**config.mk**
```make
export PLATFORM = sky130hd
export DESIGN_NAME = lsu
export DESIGN_NICKNAME = d
export VERILOG_FILES = /design/src/rtl/lsu.sv
export SDC_FILE = /design/constraint.sdc
export NUM_CORES = 1
export LEC_CHECK = 0
export CAP_MARGIN = 20
export CELL_PAD_IN_SITES_DETAIL_PLACEMENT = 0
export CELL_PAD_IN_SITES_GLOBAL_PLACEMENT = 1
export CORE_MARGIN = 4
export CORE_UTILIZATION = 33
export CTS_CLUSTER_DIAMETER = 200
export DETAILED_ROUTE_END_ITERATION = 6
export PLACE_DENSITY_LB_ADDON = 0.1
export RECOVER_POWER = 100
export SYNTH_ARGS = -nofsm -noshare
export SYNTH_HDL_FRONTEND = slang
export SYNTH_SLANG_ARGS = --single-unit
```
**constraint.sdc**
```tcl
create_clock -name clk_i -period 2 [get_ports clk_i]
set_input_delay 0.4 -clock clk_i [delete_from_list [all_inputs] [get_ports clk_i]]
set_output_delay 0.4 -clock clk_i [all_outputs]
set_load 0.05 [all_outputs]
```
**src/rtl/lsu.sv**
```systemverilog
// ---------------------------------------------------------------------------
// lsu : load/store unit sitting directly behind the ALU.
//
// Takes the ALU result as the effective address and runs a single
// data-memory transaction over a req/gnt/rvalid bus.  Load data is returned
// lane-aligned and sign- or zero-extended.  At most one transaction is in
// flight; the pipeline stalls while lsu_ready_o is low.
//
// Optional feature (compile-time macro LSU_TIMEOUT_EN):
//   Defined   -> a bus watchdog abandons a transaction that has waited
//                TIMEOUT_CYCLES cycles for gnt/rvalid and reports an error.
//   Undefined -> no watchdog; the unit waits on the bus indefinitely.
// ---------------------------------------------------------------------------
module lsu #(
  parameter int DATA_WIDTH     = 32,
  parameter int TIMEOUT_CYCLES = 255
) (
  input  logic                    clk_i,
  input  logic                    rst_ni,
  // execute-stage side
  input  logic                    lsu_req_i,
  input  logic                    lsu_we_i,
  input  logic [1:0]              lsu_size_i,
  input  logic                    lsu_sign_ext_i,
  input  logic [DATA_WIDTH-1:0]   lsu_addr_i,
  input  logic [DATA_WIDTH-1:0]   lsu_wdata_i,
  output logic                    lsu_ready_o,
  output logic                    lsu_rvalid_o,
  output logic [DATA_WIDTH-1:0]   lsu_rdata_o,
  output logic                    lsu_err_o,
  // data-memory bus side
  output logic                    data_req_o,
  input  logic                    data_gnt_i,
  output logic [DATA_WIDTH-1:0]   data_addr_o,
  output logic                    data_we_o,
  output logic [3:0]              data_be_o,
  output logic [DATA_WIDTH-1:0]   data_wdata_o,
  input  logic                    data_rvalid_i,
  input  logic [DATA_WIDTH-1:0]   data_rdata_i
);

  localparam logic [1:0] SIZE_BYTE = 2'b00;
  localparam logic [1:0] SIZE_HALF = 2'b01;

  typedef enum logic [1:0] {
    IDLE        = 2'd0,
    WAIT_GNT    = 2'd1,
    WAIT_RVALID = 2'd2
  } state_e;

  state_e state_q, state_d;

  // Registered transaction attributes; the data_* bus outputs come straight
  // from these so they stay stable while the request waits for a grant.
  logic [DATA_WIDTH-1:0] addr_q;
  logic [DATA_WIDTH-1:0] wdata_q;
  logic [3:0]            be_q;
  logic                  we_q;
  logic [1:0]            size_q;
  logic                  sign_q;
  logic [1:0]            off_q;

  // Completion reporting.
  logic                  rvalid_q;
  logic                  err_q;
  logic [DATA_WIDTH-1:0] rdata_q;

  // Request decode.
  logic                  accept;
  logic                  misaligned;
  logic [1:0]            req_off;
  logic [3:0]            req_be;
  logic [DATA_WIDTH-1:0] req_wdata;

  // Response handling.
  logic                  rsp_load_done;
  logic [DATA_WIDTH-1:0] rsp_shifted;
  logic [DATA_WIDTH-1:0] rsp_extended;

  // Watchdog expiry (always 0 when the watchdog is not built).
  logic                  timeout;

  assign req_off = lsu_addr_i[1:0];
  assign accept  = (state_q == IDLE) && lsu_req_i;

  // ------------------------------------------------------------------------
  // Request decode: alignment check and byte enables.  Size 2'b11 is handled
  // exactly like a word access.
  // ------------------------------------------------------------------------
  always_comb begin
    misaligned = 1'b0;
    req_be     = 4'b1111;
    case (lsu_size_i)
      SIZE_BYTE: begin
        req_be = 4'b0001 << req_off;
      end
      SIZE_HALF: begin
        misaligned = req_off[0];
        req_be     = 4'b0011 << req_off;
      end
      default: begin
        misaligned = (req_off != 2'b00);
        req_be     = 4'b1111;
      end
    endcase
  end

  // Store data replication: every byte lane carries the byte that the
  // selected lane would need, so the memory only has to honour data_be_o.
  for (genvar gi = 0; gi < 4; gi++) begin : g_wdata_lane
    assign req_wdata[gi*8 +: 8] =
        (lsu_size_i == SIZE_BYTE) ? lsu_wdata_i[7:0] :
        (lsu_size_i == SIZE_HALF) ? lsu_wdata_i[(gi % 2)*8 +: 8] :
                                    lsu_wdata_i[gi*8 +: 8];
  end

  // ------------------------------------------------------------------------
  // Optional bus watchdog.
  // ------------------------------------------------------------------------
`ifdef LSU_TIMEOUT_EN
  localparam int CNT_W = $clog2(TIMEOUT_CYCLES) + 1;

  logic [CNT_W-1:0] tmo_cnt_q;
  logic             bus_event;

  // Count cycles spent on the bus; held at zero while idle so it starts
  // from zero on every entry to WAIT_GNT.
  always_ff @(posedge clk_i) begin
    if (!rst_ni) begin
      tmo_cnt_q <= '0;
    end else if (state_q == IDLE) begin
      tmo_cnt_q <= '0;
    end else begin
      tmo_cnt_q <= tmo_cnt_q + 1'b1;
    end
  end

  assign bus_event = (state_q == WAIT_GNT) ? data_gnt_i : data_rvalid_i;
  assign timeout   = (state_q != IDLE) && !bus_event &&
                     (tmo_cnt_q == CNT_W'(TIMEOUT_CYCLES - 1));
`else
  logic unused_timeout_cfg;
  assign unused_timeout_cfg = ^TIMEOUT_CYCLES;
  assign timeout            = 1'b0;
`endif

  // ------------------------------------------------------------------------
  // FSM
  // ------------------------------------------------------------------------

  // State register.
  always_ff @(posedge clk_i) begin
    if (!rst_ni) begin
      state_q <= IDLE;
    end else begin
      state_q <= state_d;
    end
  end

  // Next-state logic; a misaligned request is consumed without leaving IDLE.
  always_comb begin
    state_d = state_q;
    case (state_q)
      IDLE: begin
        if (lsu_req_i && !misaligned) begin
          state_d = WAIT_GNT;
        end
      end
      WAIT_GNT: begin
        if (data_gnt_i) begin
          state_d = WAIT_RVALID;
        end else if (timeout) begin
          state_d = IDLE;
        end
      end
      WAIT_RVALID: begin
        if (data_rvalid_i || timeout) begin
          state_d = IDLE;
        end
      end
      default: begin
        state_d = IDLE;
      end
    endcase
  end

  // State-decoded outputs: handshake with the pipeline and the bus request.
  always_comb begin
    lsu_ready_o = 1'b0;
    data_req_o  = 1'b0;
    case (state_q)
      IDLE:     lsu_ready_o = 1'b1;
      WAIT_GNT: data_req_o  = 1'b1;
      default: begin
        lsu_ready_o = 1'b0;
        data_req_o  = 1'b0;
      end
    endcase
  end

  // ------------------------------------------------------------------------
  // Load data alignment and extension.  The response is only ever for the
  // registered access, so the registered offset/size/sign drive it.
  // ------------------------------------------------------------------------
  assign rsp_shifted   = data_rdata_i >> {off_q, 3'b000};
  assign rsp_load_done = (state_q == WAIT_RVALID) && data_rvalid_i && !we_q;

  always_comb begin
    rsp_extended = data_rdata_i;
    case (size_q)
      SIZE_BYTE: rsp_extended = {{(DATA_WIDTH-8){sign_q & rsp_shifted[7]}},
                                 rsp_shifted[7:0]};
      SIZE_HALF: rsp_extended = {{(DATA_WIDTH-16){sign_q & rsp_shifted[15]}},
                                 rsp_shifted[15:0]};
      default:   rsp_extended = data_rdata_i;
    endcase
  end

  // ------------------------------------------------------------------------
  // Datapath registers.
  // ------------------------------------------------------------------------

  // Capture the accepted operation; held until the next accept.
  always_ff @(posedge clk_i) begin
    if (!rst_ni) begin
      addr_q  <= '0;
      wdata_q <= '0;
      be_q    <= '0;
      we_q    <= 1'b0;
      size_q  <= 2'b00;
      sign_q  <= 1'b0;
      off_q   <= 2'b00;
    end else if (accept) begin
      addr_q  <= {lsu_addr_i[DATA_WIDTH-1:2], 2'b00};
      wdata_q <= req_wdata;
      be_q    <= req_be;
      we_q    <= lsu_we_i;
      size_q  <= lsu_size_i;
      sign_q  <= lsu_sign_ext_i;
      off_q   <= req_off;
    end
  end

  // One-cycle completion and error pulses.
  always_ff @(posedge clk_i) begin
    if (!rst_ni) begin
      rvalid_q <= 1'b0;
      err_q    <= 1'b0;
    end else begin
      rvalid_q <= (state_q == WAIT_RVALID) && data_rvalid_i;
      err_q    <= (accept && misaligned) || timeout;
    end
  end

  // Load result register; stores and errors leave it untouched.
  always_ff @(posedge clk_i) begin
    if (!rst_ni) begin
      rdata_q <= '0;
    end else if (rsp_load_done) begin
      rdata_q <= rsp_extended;
    end
  end

  assign data_addr_o  = addr_q;
  assign data_we_o    = we_q;
  assign data_be_o    = be_q;
  assign data_wdata_o = wdata_q;

  assign lsu_rvalid_o = rvalid_q;
  assign lsu_err_o    = err_q;
  assign lsu_rdata_o  = rdata_q;

endmodule

```
After elaboration in Yosys (flattened, before gate mapping)
Cells that the tools add are included.
- muxes and demuxes: 14
- eq/ne operators: 7
- $mul: 0
- reductions and logical operators: 12
- bitwise gates (word level): 2
- divide/modulo/power cells: 0
- shift operators: 3
- add/subtract/negate cells: 0
- $lt $le $gt $ge: 0
- operators with widths (cell ; count):
    one-hot mux 32 bit (2 select lines) ; 1
    2-to-1 mux 8 bit ; 5
    right shift 32 x 5 -> 16 bit ; 1
    one-hot mux 4 bit (2 select lines) ; 1
    equality test 2 x 1 -> 1 bit (second input constant) ; 3
    zero test 2 bit ; 3
    2-to-1 mux 2 bit ; 3
    one-hot mux 2 bit (3 select lines) ; 1
    logical AND 1 bit ; 5
    inequality test 2 bit (second input constant) ; 2
    left shift 1 x 2 -> 4 bit (first input constant) ; 1
    left shift 2 x 2 -> 4 bit (first input constant) ; 1
    AND reduction 3 bit ; 1
    AND 1 bit ; 2
    equality test 2 bit (second input constant) ; 1
    zero test 1 bit ; 2
    2-to-1 mux 1 bit ; 2
    inequality test 2 x 1 -> 1 bit (second input constant) ; 1
    one-hot mux 1 bit (2 select lines) ; 1
    nonzero test 2 bit ; 1
- bits in writable memories: 0
- bits in latches: 0
- register bits: 108
- memories: 0
- bits in read-only memories: 0

Longest topological paths before layout
- depth in word-level cells: 6
- gate-level depth with buffers: 6

Worst setup path before layout
Ideal clock, no wire load.
- path type: flip-flop to flip-flop
- start point: register state_q[0]
- end point: register be_q[2], in the netlist data_be_o[2]
- slack: 0.031 ns
- library setup time: 0.118 ns
- clock period less this slack: 1.969 ns
- arrival time: 1.851 ns
- data required time: 1.882 ns
- cell stages (with the launch flop): 6
- cell sequence: dfxtp_1 -> nor2_1 -> nand2_1 -> clkbuf_1 -> nor3_1 -> nor2_1
- cells in the longest elaborated chain, start to end: 2
- ends and longest elaborated chain (what ; RTL line ; RTL):
    from (decl) ; 51 ; state_e state_q, state_d;
    from (signal assigned) ; 156 ; state_q <= state_d;
    zero test 2 bit ; 84 ; assign accept = (state_q == IDLE) && lsu_req_i;
    logical AND 1 bit ; 84 ;
    to (signal assigned) ; 236 ; be_q <= req_be;
    to (decl) ; 57 ; logic [3:0] be_q;
No other way between the ends.
A chain may end at the register's enable or synchronous reset.

Final worst setup path
- start point: register rdata_q[18], in the netlist lsu_rdata_o[18]
- end point: output port lsu_rdata_o[18]
- RTL lines (what ; RTL line ; RTL):
    from (decl) ; 66 ; logic [DATA_WIDTH-1:0] rdata_q;
    from (signal assigned) ; 260 ; rdata_q <= rsp_extended;
    to (decl) ; 29 ; output logic [DATA_WIDTH-1:0] lsu_rdata_o,
No word-level cell between the ends.

==> results.sh <==
export IMPL_final_min_clock_period_ps=1950
export IMPL_antenna_found_initial=0
export IMPL_clockRootBuffer="clkbuf_16"
export IMPL_power_frac_seq_pct=41.3
export IMPL_mostFrequentLayoutCells="clkdlybuf4s50_1 (191), nand2_1 (146), dfxtp_1 (108), a21boi_0 (51), mux2i_1 (33)"
export IMPL_status="complete, no violations"
export IMPL_netlist_area_sq_um=5040
export IMPL_remaining_drc_errors=0
export IMPL_p_int_mw=3.96
export IMPL_die_area_sq_um=17300
export IMPL_viasPerCell=4.87
export IMPL_yosysTopAreaCellShare_pct=42.9
export IMPL_placed_cells=952
export IMPL_fin_tns_setup_ps=0
export IMPL_synth_cell_types=42
export IMPL_crit_fanout=2
export IMPL_yosys_area_share_xor_xnor_pct=0
export IMPL_grt_max_degree=63
export IMPL_max_stage_delay_ps=820
export IMPL_ys_flop_type="dfxtp_1"
export IMPL_io_pin_count=210
export IMPL_clkPwrFrac_pct=33.3
export IMPL_cap_violations=0
export IMPL_yosysSeqAreaShare_pct=42.9
export IMPL_synth_seq_cells=108
export IMPL_io_buffers=207
export IMPL_critPathTopFamily="buffers and inverters"
export IMPL_cts_buffers=9
export IMPL_synth_top_family_by_area="compound AO/OA/AOI/OAI gates"
export IMPL_final_common_cell="clkdlybuf4s50_1"
export IMPL_clkLatencyLatePin_ps=350
export IMPL_leakage_nw=2.89
export IMPL_globalRouteTotalUtil_pct=17.6
export IMPL_yosys_area_top_type="dfxtp_1"
export IMPL_hp_class="register to register"
export IMPL_relSlewSlack_pct=44.8
export IMPL_worstPathRequired_ps=1600
export IMPL_overflow=0
export IMPL_arrival_ps=1550
export IMPL_fin_nets=884
export IMPL_grt_pass1_vias=4687
export IMPL_syn_inst=590
export IMPL_hold_ws_ps=454
export IMPL_period_share_pct=97.3
export IMPL_ant_nets=0
export IMPL_setup_viol_count_final=0
export IMPL_grt_busiest_layer="met2"
export IMPL_p_per_area_nw_per_um2=755
export IMPL_routed_wl_um=15400
export IMPL_core_sq_um=14800
export IMPL_crit_chain="clkdlybuf4s50_1"
export IMPL_drt_first_iter_violations=245
export IMPL_grt_pass1_wl_um=25100
export IMPL_grtUsageMet3_pct=6.38
export IMPL_async_flop_share_pct=0
export IMPL_yosys_warnings=0
export IMPL_power_switching_mw=1.72
export IMPL_holdBufCountCts=0
export IMPL_gp_congestion=0.816
export IMPL_met2_usage_pct=28.1
export IMPL_drv_slew=0
export IMPL_skew_ps=5.79
export IMPL_cts_max_path_buffers=2
export IMPL_stdcell_count=968
export IMPL_fmax_ghz=0.514
export IMPL_criticalPathCategory="register to primary output"
export IMPL_h_tree_depth=3
export IMPL_p_sw_share_pct=30.3
export IMPL_num_vias=4714
export IMPL_wl_per_cell_um=16.0
export IMPL_numClockSinks=108
export IMPL_die_w_um=132
export IMPL_vdd_drop_max_mv=0.432
export IMPL_hold_viol=0
export IMPL_initial_core_util_pct=34.2
export IMPL_n_antenna_cell=0
export IMPL_grt_use_met1_pct=23.0
export IMPL_dp_hpwl_um=11600
export IMPL_pwr_share_comb_pct=25.4
export IMPL_pre_cts_ws_ps=-238
export IMPL_synth_area_top_cells="dfxtp_1 (43%), nand2_1 (11%), a21boi_1 (7.7%)"
export IMPL_layout_drive_gt1_share_pct=8.16
export IMPL_die_y_um=132
export IMPL_worst_path_buf_inv=1
export IMPL_drt_pass1_iter_count=4
export IMPL_tightest_slew_ps=828
export IMPL_postCtsSetupBuffers=0
export IMPL_synth_compound_area_share_pct=27.4
export IMPL_critPathCaptureType="primary output"
export IMPL_rows=44
export IMPL_slowest_stage="clkdlybuf4s50_1"
export IMPL_fin_area_sq_um=7530
export IMPL_fin_ws_ps=54.6
export IMPL_grt_setup_unrepaired="false"
export IMPL_syn_avg_cell_area_sq_um=8.54
export IMPL_placed_cell_area_sq_um=7300
export IMPL_area_delta_synth_final_pct=49.4
export IMPL_cts_tree="done"
export IMPL_yosys_area_share_simple_pct=17.3
export IMPL_clkTransAtPathRegs_ps=70
export IMPL_synth_mux_area_share_pct=6.83
export IMPL_start_kind="register"
export IMPL_synth_edf_count=0
export IMPL_synth_fa_ha_area_share_pct=0
-- worst register-to-register path: cells and delay by family (launching register included) --
kind | cells | cell delay (ps)
buf+inv | 1 | 230
flops | 1 | 480
compound gates | 3 | 940
-- final cells by class --
cell class | count | area, sq um
clock inverter | 2 | 38.8
inverter | 2 | 7.51
sequential | 108 | 2160
multi-input combinational | 428 | 2600
tap | 184 | 230
fill | 1413 | 7230
clock buffer | 14 | 284
timing repair buffer | 230 | 2200
-- flip-flops by register name (all words and copies together) (netlist names) --
name / count
sign_q: 1
size_q: 2
data_we_o: 1
state_q: 2
off_q: 2
lsu_rvalid_o: 1
data_addr_o: 30
lsu_err_o: 1
lsu_rdata_o: 32
data_be_o: 4
data_wdata_o: 32
-- repair_timing --
item                                   CTS  global route
resized for setup                        0             1
setup endpoints to repair                0             1
endpoints found under the hold margin    0             0
-- kinds of logic after synthesis --
logic type,Yosys count
buf+inv,55
flops,108
mux,34
simple gates,209
compound gates,183
other cells,1
-- metal layers --
| metal | up-vias | share of wire, % |
|---|---|---|
| met5 | - | 0 |
| met4 | 0 | 1.3 |
| met3 | 12 | 6.5 |
| met2 | 149 | 45 |
| met1 | 2134 | 47 |
| li1 | 2419 | - |
-- path summary, 6_finish.rpt --
kind,from,end,slack (ps),cells after the start
hold reg to reg,data_addr_o[10],data_addr_o[10],450,2
setup reg to reg,off_q[0],lsu_rdata_o[16],200,4
hold / removal,data_addr_o[10],data_addr_o[10],450,2
setup / recovery,lsu_rdata_o[18],lsu_rdata_o[18],50,1
-- Yosys cell counts (9+ instances only) --
cell	count
mux2i_1	33
o211a_1	16
buf_2	21
nand3_1	9
o21ai_0	28
a21oi_2	9
clkbuf_1	23
a21boi_1	52
dfxtp_1	108
o21ai_1	9
and2_1	10
a31oi_1	11
nor2_1	26
nand2_1	146
-- metrics by stage --
step	total power [mW]	utilization [%]
after floorplan	3.28	-
after global placement	3.87	49.5
after detailed placement	3.89	49.5
after CTS	5.81	51.6
after global routing	5.98	51.0
final	5.68	51.0
-- power groups by stage --
stage,Sequential (mW),Clock (mW),Combinational [mW]
after floorplan,2.78,0,0.498
after global placement,2.39,0,1.48
after detailed placement,2.40,0,1.49
after CTS,2.35,1.97,1.50
after global routing,2.36,2.07,1.54
final,2.35,1.89,1.44
(Power assumes the default switching activity.)
